## src/rtl/morse_keyer.sv

```systemverilog
// ---------------------------------------------------------------------------
// morse_keyer
//   Turns a stream of 2-bit Morse symbol codes into an on/off key line with
//   standard Morse timing. Codes: 01 dot, 10 dash, 11 character space,
//   00 word space. Symbols arrive over a valid/ready handshake. A new symbol
//   can be accepted in the last cycle of the previous symbol's space period,
//   so continuous streams run without idle bubbles.
//
// Parameters
//   UNIT_CYCLES     clk cycles per Morse time unit (>= 1)
//   WORD_GAP_UNITS  low units emitted for code 00 (>= 1)
//
// Ports
//   clk         in   1  system clock, all logic on posedge
//   rst         in   1  synchronous active-high reset
//   sym_code    in   2  symbol code, sampled only when a transfer happens
//   sym_valid   in   1  sym_code valid, held by the producer until accepted
//   sym_ready   out  1  keyer can accept (decode of registers only)
//   serial_out  out  1  key line, 1 = mark, 0 = space (registered)
//   busy        out  1  a symbol is being emitted
// ---------------------------------------------------------------------------
module morse_keyer #(
    parameter int UNIT_CYCLES    = 1,
    parameter int WORD_GAP_UNITS = 6
) (
    input  logic       clk,
    input  logic       rst,
    input  logic [1:0] sym_code,
    input  logic       sym_valid,
    output logic       sym_ready,
    output logic       serial_out,
    output logic       busy
);

    localparam int MAX_UNITS = (WORD_GAP_UNITS > 3) ? WORD_GAP_UNITS : 3;
    localparam int PRESC_W   = $clog2(UNIT_CYCLES + 1);
    localparam int UNIT_W    = $clog2(MAX_UNITS + 1);

    localparam logic [PRESC_W-1:0] PRESC_LAST = PRESC_W'(UNIT_CYCLES - 1);

    typedef enum logic [1:0] {
        IDLE  = 2'd0,
        MARK  = 2'd1,
        SPACE = 2'd2
    } state_e;

    state_e              state_q, state_d;
    logic [PRESC_W-1:0]  presc_q, presc_d;   // cycle within the current unit
    logic [UNIT_W-1:0]   units_q, units_d;   // units remaining in the period, minus one
    logic [1:0]          code_q, code_d;     // symbol being emitted
    logic                serial_out_q, serial_out_d;

    logic unit_end;
    logic period_end;
    logic accept;

    // Mark length in units for a symbol code (0 = no mark phase).
    function automatic logic [UNIT_W-1:0] mark_units(input logic [1:0] code);
        case (code)
            2'b01:   return UNIT_W'(1);
            2'b10:   return UNIT_W'(3);
            default: return '0;
        endcase
    endfunction

    // Trailing space length in units for a symbol code.
    function automatic logic [UNIT_W-1:0] space_units(input logic [1:0] code);
        case (code)
            2'b01,
            2'b10:   return UNIT_W'(1);
            2'b11:   return UNIT_W'(2);
            default: return UNIT_W'(WORD_GAP_UNITS);
        endcase
    endfunction

    assign unit_end   = (presc_q == PRESC_LAST);
    assign period_end = unit_end && (units_q == '0);
    assign accept     = sym_valid && sym_ready;

    // -----------------------------------------------------------------------
    // State register
    // -----------------------------------------------------------------------
    // NOTE: sequential state uses non-blocking assignments so every register
    // samples its _d value from before this edge, independent of statement order.
    always_ff @(posedge clk) begin
        if (rst) begin
            state_q      <= IDLE;
            presc_q      <= '0;
            units_q      <= '0;
            code_q       <= '0;
            serial_out_q <= 1'b0;
        end else begin
            state_q      <= state_d;
            presc_q      <= presc_d;
            units_q      <= units_d;
            code_q       <= code_d;
            serial_out_q <= serial_out_d;
        end
    end

    // -----------------------------------------------------------------------
    // Next-state and counter logic
    // -----------------------------------------------------------------------
    // NOTE: every signal gets a default at the top so no path leaves one
    // unassigned, which would otherwise infer a latch.
    always_comb begin
        state_d = state_q;
        presc_d = presc_q;
        units_d = units_q;
        code_d  = code_q;

        // Load a freshly accepted symbol: skip MARK for pure space codes.
        if (accept) begin
            code_d  = sym_code;
            presc_d = '0;
            if (mark_units(sym_code) != '0) begin
                state_d = MARK;
                units_d = mark_units(sym_code) - UNIT_W'(1);
            end else begin
                state_d = SPACE;
                units_d = space_units(sym_code) - UNIT_W'(1);
            end
        end else begin
            case (state_q)
                IDLE: begin
                    // Hold; only an accept leaves IDLE.
                end
                MARK: begin
                    if (period_end) begin
                        state_d = SPACE;
                        presc_d = '0;
                        units_d = space_units(code_q) - UNIT_W'(1);
                    end else if (unit_end) begin
                        presc_d = '0;
                        units_d = units_q - UNIT_W'(1);
                    end else begin
                        presc_d = presc_q + PRESC_W'(1);
                    end
                end
                SPACE: begin
                    if (period_end) begin
                        state_d = IDLE;
                        presc_d = '0;
                        units_d = '0;
                    end else if (unit_end) begin
                        presc_d = '0;
                        units_d = units_q - UNIT_W'(1);
                    end else begin
                        presc_d = presc_q + PRESC_W'(1);
                    end
                end
                default: begin
                    state_d = IDLE;
                    presc_d = '0;
                    units_d = '0;
                end
            endcase
        end
    end

    // -----------------------------------------------------------------------
    // Output decode
    // -----------------------------------------------------------------------
    always_comb begin
        // Ready in IDLE, or in the final SPACE cycle so a following symbol
        // starts on the very next cycle.
        sym_ready    = (state_q == IDLE) || ((state_q == SPACE) && period_end);
        busy         = (state_q != IDLE);
        // The key line is registered: it shows the state being entered.
        serial_out_d = (state_d == MARK);
    end

    assign serial_out = serial_out_q;

endmodule

```

## config.mk

```make
export PLATFORM = sky130hd
export DESIGN_NAME = morse_keyer
export DESIGN_NICKNAME = d
export VERILOG_FILES = /design/src/rtl/morse_keyer.sv
export SDC_FILE = /design/constraint.sdc
export NUM_CORES = 1
export LEC_CHECK = 0
export ABC_AREA = 1
export BUFFER_PORTS_ARGS = -buffer_cell sky130_fd_sc_hd__buf_2
export CELL_PAD_IN_SITES_DETAIL_PLACEMENT = 0
export CELL_PAD_IN_SITES_GLOBAL_PLACEMENT = 1
export CORE_ASPECT_RATIO = 0.9
export CORE_MARGIN = 2
export CORE_UTILIZATION = 39
export DETAILED_ROUTE_END_ITERATION = 8
export HOLD_SLACK_MARGIN = 0.08
export PLACE_DENSITY_LB_ADDON = 0.25
export SLEW_MARGIN = 0
export SYNTH_ARGS = -nofsm -noshare
export SYNTH_HDL_FRONTEND = slang
export SYNTH_SLANG_ARGS = --single-unit
```

## constraint.sdc

```tcl
create_clock -name clk -period 1.4 [get_ports clk]
set_input_delay 0.07 -clock clk [delete_from_list [all_inputs] [get_ports clk]]
set_output_delay 0.07 -clock clk [all_outputs]
set_load 0.05 [all_outputs]
```

==> impl_metrics.json, run 1 <==
{
  "clk_pin_slew_ps": 50,
  "drv_cap": 0,
  "grt_start_max_net_pins": 9,
  "htree_levels": 1,
  "die-area_sq_um": 1916,
  "synth-edff-count": 0,
  "gr-total-overflow": 0,
  "antenna_left": 0,
  "drt_iter0_drc": 12,
  "ys_seq_area_frac": 0.2596,
  "synth_flop_cell": "dfxtp_1",
  "place_area_sq_um": 728.2,
  "rrSetupSlack_ps": 70,
  "place.gp.congestion": 0.8119,
  "cts_tree": "built",
  "powerDensity_nw_per_um2": 1314,
  "postLayoutCoreUtil": 0.5556,
  "clk_path_buf_depth": 2,
  "nets": 115,
  "fmax_ghz": 0.7353,
  "coreArea_sq_um": 1464,
  "grt_pass1_vias": 541,
  "p_leak_nw": 0.3913,
  "placed_cells": 108,
  "firstDrtPassIters": 4,
  "drc": 0,
  "crit_fanout": 6,
  "pre_cts_ws_ps": 44.76,
  "cts_made_buffers": 3,
  "die_w_um": 45.92,
  "hold_slack_ps": 120.9,
  "layoutNonFillerInstCount": 114,
  "ys_ff_latch": 8,
  "wl_per_cell_um": 10.96,
  "antenna_found_initial": 0,
  "synth.distinct_cells": 17,
  "min_period_ps": 1360,
  "rr_worst_depth": 6,
  "vias": 547,
  "area_growth_syn_to_layout_pct": 31.85,
  "fin_area_sq_um": 813.3,
  "hpwl_um": 983,
  "insertion_delay_ps": 250,
  "crit_end": "sym_ready",
  "setup_slack_ps": 40.00,
  "root_buffer": "clkbuf_4",
  "finalSetupTns_ps": 0,
  "crit_path_start": "state_q[0]$_SDFF_PP0_",
  "cts.sinks": 8,
  "diodes": 0,
  "async_flop_share": 0,
  "vdd_ir_drop_max_mv": 0.5835,
  "skew_ps": 5.632,
  "critPathLaunchType": "flip-flop",
  "max_stage_delay_ps": 330,
  "path_class": "reg2out",
  "reg2reg_to": "units_q[1]$_SDFFE_PP0P_",
  "finalCritPeriodShare": 0.9714,
  "die_y_um": 41.73,
  "syn_avg_cell_area_sq_um": 7.343,
  "yosys_warnings": 0,
  "start_util": 0.4214,
  "cp.arrival_ps": 1290,
  "worstHoldPathType": "in2reg",
  "wirelength_um": 1249,
  "path_cells": "inv_2 -> ha_4 -> clkinvlp_4 -> nand2_8 -> buf_8",
  "grt_pass1_wl_um": 2187,
  "finalSetupViolations": 0,
  "cp_slowest_cell": "dfxtp_1",
  "fillers": 141,
  "io_buffer_count": 7,
  "max_slew.worst_pin.slew_ps": 254.6,
  "drive_above_1_share": 0.3737,
  "grt_usage": 0.1508,
  "status": "completed",
  "yosysTopAreaCell": "dfxtp_1",
  "synthTopCellsByArea": "dfxtp_1 (26%), ha_1 (18%), inv_1 (10%), nand2_1 (6.7%), o21ai_1 (5.7%)",
  "syn_area_sq_um": 616.8,
  "r2r_start": "state_q[0]$_SDFF_PP0_",
  "power_mw": 1.069,
  "num_rows": 13,
  "endpoint_kind": "output pin",
  "maxSlewHeadroom": 0.8314,
  "hold_viol": 0,
  "required_ps": 1330,
  "viasPerCell": 4.798,
  "io_pins": 8,
  "syn_nets": 98,
  "syn_inst": 84,
  "synth_top_area_frac": 0.2596,
  "slew_viol_final": 0
}
## final cells by class
cell class / count / area [sq um] / area share
inverters: 19 / 75.07 / 0.09231
well taps: 15 / 18.77 / 0.02308
multi-input cells: 57 / 450.4 / 0.5538
clock buffers: 3 / 22.52 / 0.02769
flip-flops and latches: 8 / 161.4 / 0.1985
repair buffers: 12 / 85.08 / 0.1046
## cells in the mapped netlist, types with 2 or more instances
master / n
nand3_1: 6
nand3_2: 3
o21ai_1: 7
inv_2: 2
inv_1: 17
dfxtp_1: 8
ha_1: 9
nand2_1: 11
nor2_1: 5
a21oi_1: 6
nand2_4: 3
a21oi_2: 2
## how the worst min path moves through the flow
stage | start | to | slack, ps | depth (start not counted)
floorplan | rst | state_q[1]$_SDFF_PP0_ | 130 | 1
global placement | rst | state_q[1]$_SDFF_PP0_ | 230 | 2
detailed placement | rst | state_q[1]$_SDFF_PP0_ | 240 | 2
CTS | sym_code[0] | code_q[0]$_SDFFE_PP0P_ | 130 | 3
global route | sym_code[0] | code_q[0]$_SDFFE_PP0P_ | 140 | 3
finish | sym_code[0] | code_q[0]$_SDFFE_PP0P_ | 120 | 3
## report_power, final
part	switching [mW]	internal [mW]
combinational	0.364	0.237
sequential	0.0277	0.265
clock	0.0764	0.0980
## state kept, by name (all words and copies together) (netlist names)
signal / flops
serial_out: 1
state_q: 2
code_q: 2
units_q: 3
## routing by layer
layer | vias up | GRT usage | part of all wire
met1 | 241 | 0.2084 | 0.49
met4 | 0 | 0.05143 | 0.015
li1 | 296 | - | -
met3 | 4 | 0.02609 | 0.022
met5 | - | 0 | 0
met2 | 6 | 0.2306 | 0.48
## placed cells by master, fill, tap and decap left out
cell,instances
a21oi_1,6
nand2_4,1
o21ai_1,5
nor2_1,4
or2_4,1
buf_8,1
clkbuf_4,3
a21boi_1,1
buf_4,4
dfxtp_1,7
ha_4,3
inv_1,13
xor2_1,1
dlygate4sd3_1,1
ha_1,6
o21ai_2,2
nor2_2,2
nand3_1,6
clkinvlp_4,1
nand2_8,2
a21oi_2,2
dfxtp_2,1
nand3_2,3
nand2_1,11
nor3_1,1
inv_2,5
buf_2,6
## worst max-delay path: cells and delay by family (launching register included)
family / cells / cell delay (ps)
adder cells (fa/ha/maj): 1 / 160
buffers and inverters: 3 / 410
flip-flops: 1 / 330
AND/OR/NAND/NOR: 1 / 130
## kinds of logic after synthesis
logic type | synth area share
adder cells (fa/ha/maj) | 0.1826
XOR/XNOR | 0.01420
buffers and inverters | 0.1156
AND/OR/NAND/NOR | 0.2820
AO/OA/AOI/OAI | 0.1461
flip-flops | 0.2596
## repair_timing
action | 4_1_cts | 5_1_grt
pin swaps | 0 | 3
endpoints found under the setup margin | 1 | 5
endpoints found under the hold margin | 1 | 0
resized for setup | 3 | 6
hold buffers | 1 | 0
setup buffers | 0 | 2
Note: power is estimated with default switching activity, not from simulation.
==> run 2: changes to the inputs <==
Settings changed: BUFFER_PORTS_ARGS -buffer_cell sky130_fd_sc_hd__buf_2 to -buffer_cell sky130_fd_sc_hd__clkbuf_2.
==> run 2 against run 1 <==
  * Highest routed layer unchanged
  * Utilization down 0.68 points
  * Critical path type unchanged
  * Global-route usage down 0.38 points
  * Combinational power down 2%
  * Total power down 0.97%
  * Flip-flop and latch count unchanged
==> impl_metrics.json, run 2 (synthesis gave the netlist of run 1 again) <==
{
  "vias": 546,
  "die_y_um": 41.73,
  "finalCritPeriodShare": 0.9598,
  "hpwl_um": 1001,
  "postCtsSetupBuffers": 0,
  "path_class": "reg2out",
  "regMostFlops": "units_q",
  "pre_cts_ws_ps": 41.19,
  "hold_viol": 0,
  "drt_iter0_drc": 11,
  "hold_path_end": "code_q[0]$_SDFFE_PP0P_",
  "setup_slack_ps": 56.21,
  "place.gp.congestion": 0.8165,
  "p_int_mw": 0.5885,
  "layoutNonFillerInstCount": 112,
  "worstHoldStart": "sym_code[0]",
  "wirelength_um": 1224,
  "final_cell_mix": "inv_1 (13), nand2_1 (11), dfxtp_1 (7)",
  "fillers": 151,
  "diodes": 0,
  "grt_pass1_wl_um": 2035,
  "clk_pin_slew_ps": 50,
  "nets": 113,
  "rsz0062_at_grt": "false",
  "cp.arrival_ps": 1270,
  "p_leak_nw": 0.3837,
  "multi_input_area_sq_um": 450.4,
  "maxSlewHeadroom": 0.8110,
  "status": "completed",
  "rrSetupSlack_ps": 90,
  "required_ps": 1330,
  "place_area_sq_um": 728.2,
  "firstDrtPassIters": 4,
  "critPathLaunchType": "flip-flop",
  "slew_viol_final": 0,
  "largest_reg_flops": 3,
  "placed_cells": 108,
  "power_mw": 1.058,
  "clk_path_buf_depth": 2,
  "gr-total-overflow": 0,
  "drc": 0,
  "worstHoldPathType": "in2reg",
  "antenna_left": 0,
  "coreArea_sq_um": 1464,
  "p_seq_frac": 0.278,
  "r2r_start": "state_q[0]$_SDFF_PP0_",
  "switching_share": 0.4439,
  "min_period_ps": 1344,
  "wl_per_cell_um": 10.93,
  "reg_top3": "units_q: 3 flops, code_q: 2 flops, state_q: 2 flops",
  "area_growth_syn_to_layout_pct": 30.22,
  "grt_pass1_vias": 509,
  "insertion_delay_ps": 260,
  "rr_worst_depth": 6,
  "viasPerCell": 4.875,
  "powerDensity_nw_per_um2": 1318,
  "cts_tree": "built",
  "vdd_ir_drop_max_mv": 0.6697,
  "fin_area_sq_um": 803.3,
  "htree_levels": 1,
  "grt_usage": 0.1470,
  "seqCellArea_sq_um": 163.9,
  "comb_power_share": 0.554,
  "die_w_um": 45.92,
  "clkPwrFrac": 0.168,
  "io_pins": 8,
  "final_common_cell": "inv_1",
  "grt_start_max_net_pins": 9,
  "cts_made_buffers": 3,
  "drv_cap": 0,
  "finalSetupViolations": 0,
  "drive_above_1_share": 0.3608,
  "max_slew.worst_pin.slew_ps": 284.7,
  "root_buffer": "clkbuf_4",
  "cts.sinks": 8,
  "crit_fanout": 6,
  "endpoint_kind": "output pin",
  "io_buffer_count": 7,
  "fmax_ghz": 0.7442,
  "reg2reg_to": "units_q[1]$_SDFFE_PP0P_",
  "antenna_found_initial": 0,
  "hold_path_depth": 3,
  "start_util": 0.4214,
  "hold_slack_ps": 86.69,
  "num_rows": 13,
  "die-area_sq_um": 1916,
  "skew_ps": 3.380,
  "switching_power_mw": 0.4699
}
[run 2: cell count changes in the layout (fill, tap and decap cells not counted), sizes merged]
cell    delta
clkbuf     +5
buf        -7
[run 2: what timing repair did]
item                                    4_1_cts  5_1_grt
hold buffers                                  1        0
endpoints found under the setup margin        1        3
hold endpoints to repair                      1        0
gates resized for setup                       4        8
pin swaps                                     0        2
[run 2: metrics by stage]
| step | TNS [ps] | utilization |
|---|---|---|
| after CTS | 0 | 0.5291 |
| after floorplan | -494.4 | - |
| final | 0 | 0.5487 |
| after global routing | 0 | 0.5487 |
| after detailed placement | 0 | 0.4974 |
| after global placement | 0 | 0.4974 |
[run 2: critical path: stages (launching register included)]
cell and delay [ps]:
dfxtp_1 330, inv_2 110, ha_4 160, clkinvlp_4 140
nand2_8 120, buf_8 150
[run 2: layer usage]
metal | vias up | share of wire | routed length [um] | global-route usage
met4 | 0 | 0.029 | 36 | 0.1029
met1 | 241 | 0.51 | 629 | 0.1963
met5 | - | 0 | 0 | 0
li1 | 293 | - | - | -
met3 | 5 | 0.021 | 26 | 0.01304
met2 | 7 | 0.43 | 531 | 0.2139
[run 2: area by class of cell]
cell class	instances	area share
multi-input combinational	57	0.5607
sequential	8	0.2040
inverter	19	0.09657
timing repair buffer	10	0.08723
clock buffer	3	0.02804
tap	15	0.02336
[run 2: power by group through the flow]
stage	logic [mW]	clock network (mW)	registers [mW]
after CTS	0.567	0.183	0.290
after global routing	0.646	0.196	0.300
after detailed placement	0.544	0	0.294
final	0.586	0.178	0.295
after floorplan	0.414	0	0.309
after global placement	0.542	0	0.294
[run 2: worst max path at each step]
stage,startpoint,endpoint,slack (ps),cells past startpoint
final,state_q[0]$_SDFF_PP0_,sym_ready,60,5
after global routing,state_q[0]$_SDFF_PP0_,sym_ready,2,5
after CTS,state_q[0]$_SDFF_PP0_,sym_ready,0.6,5
after detailed placement,state_q[0]$_SDFF_PP0_,state_q[0]$_SDFF_PP0_,40,8
after global placement,state_q[0]$_SDFF_PP0_,state_q[0]$_SDFF_PP0_,80,8
after floorplan,state_q[1]$_SDFF_PP0_,units_q[1]$_SDFFE_PP0P_,-90,6
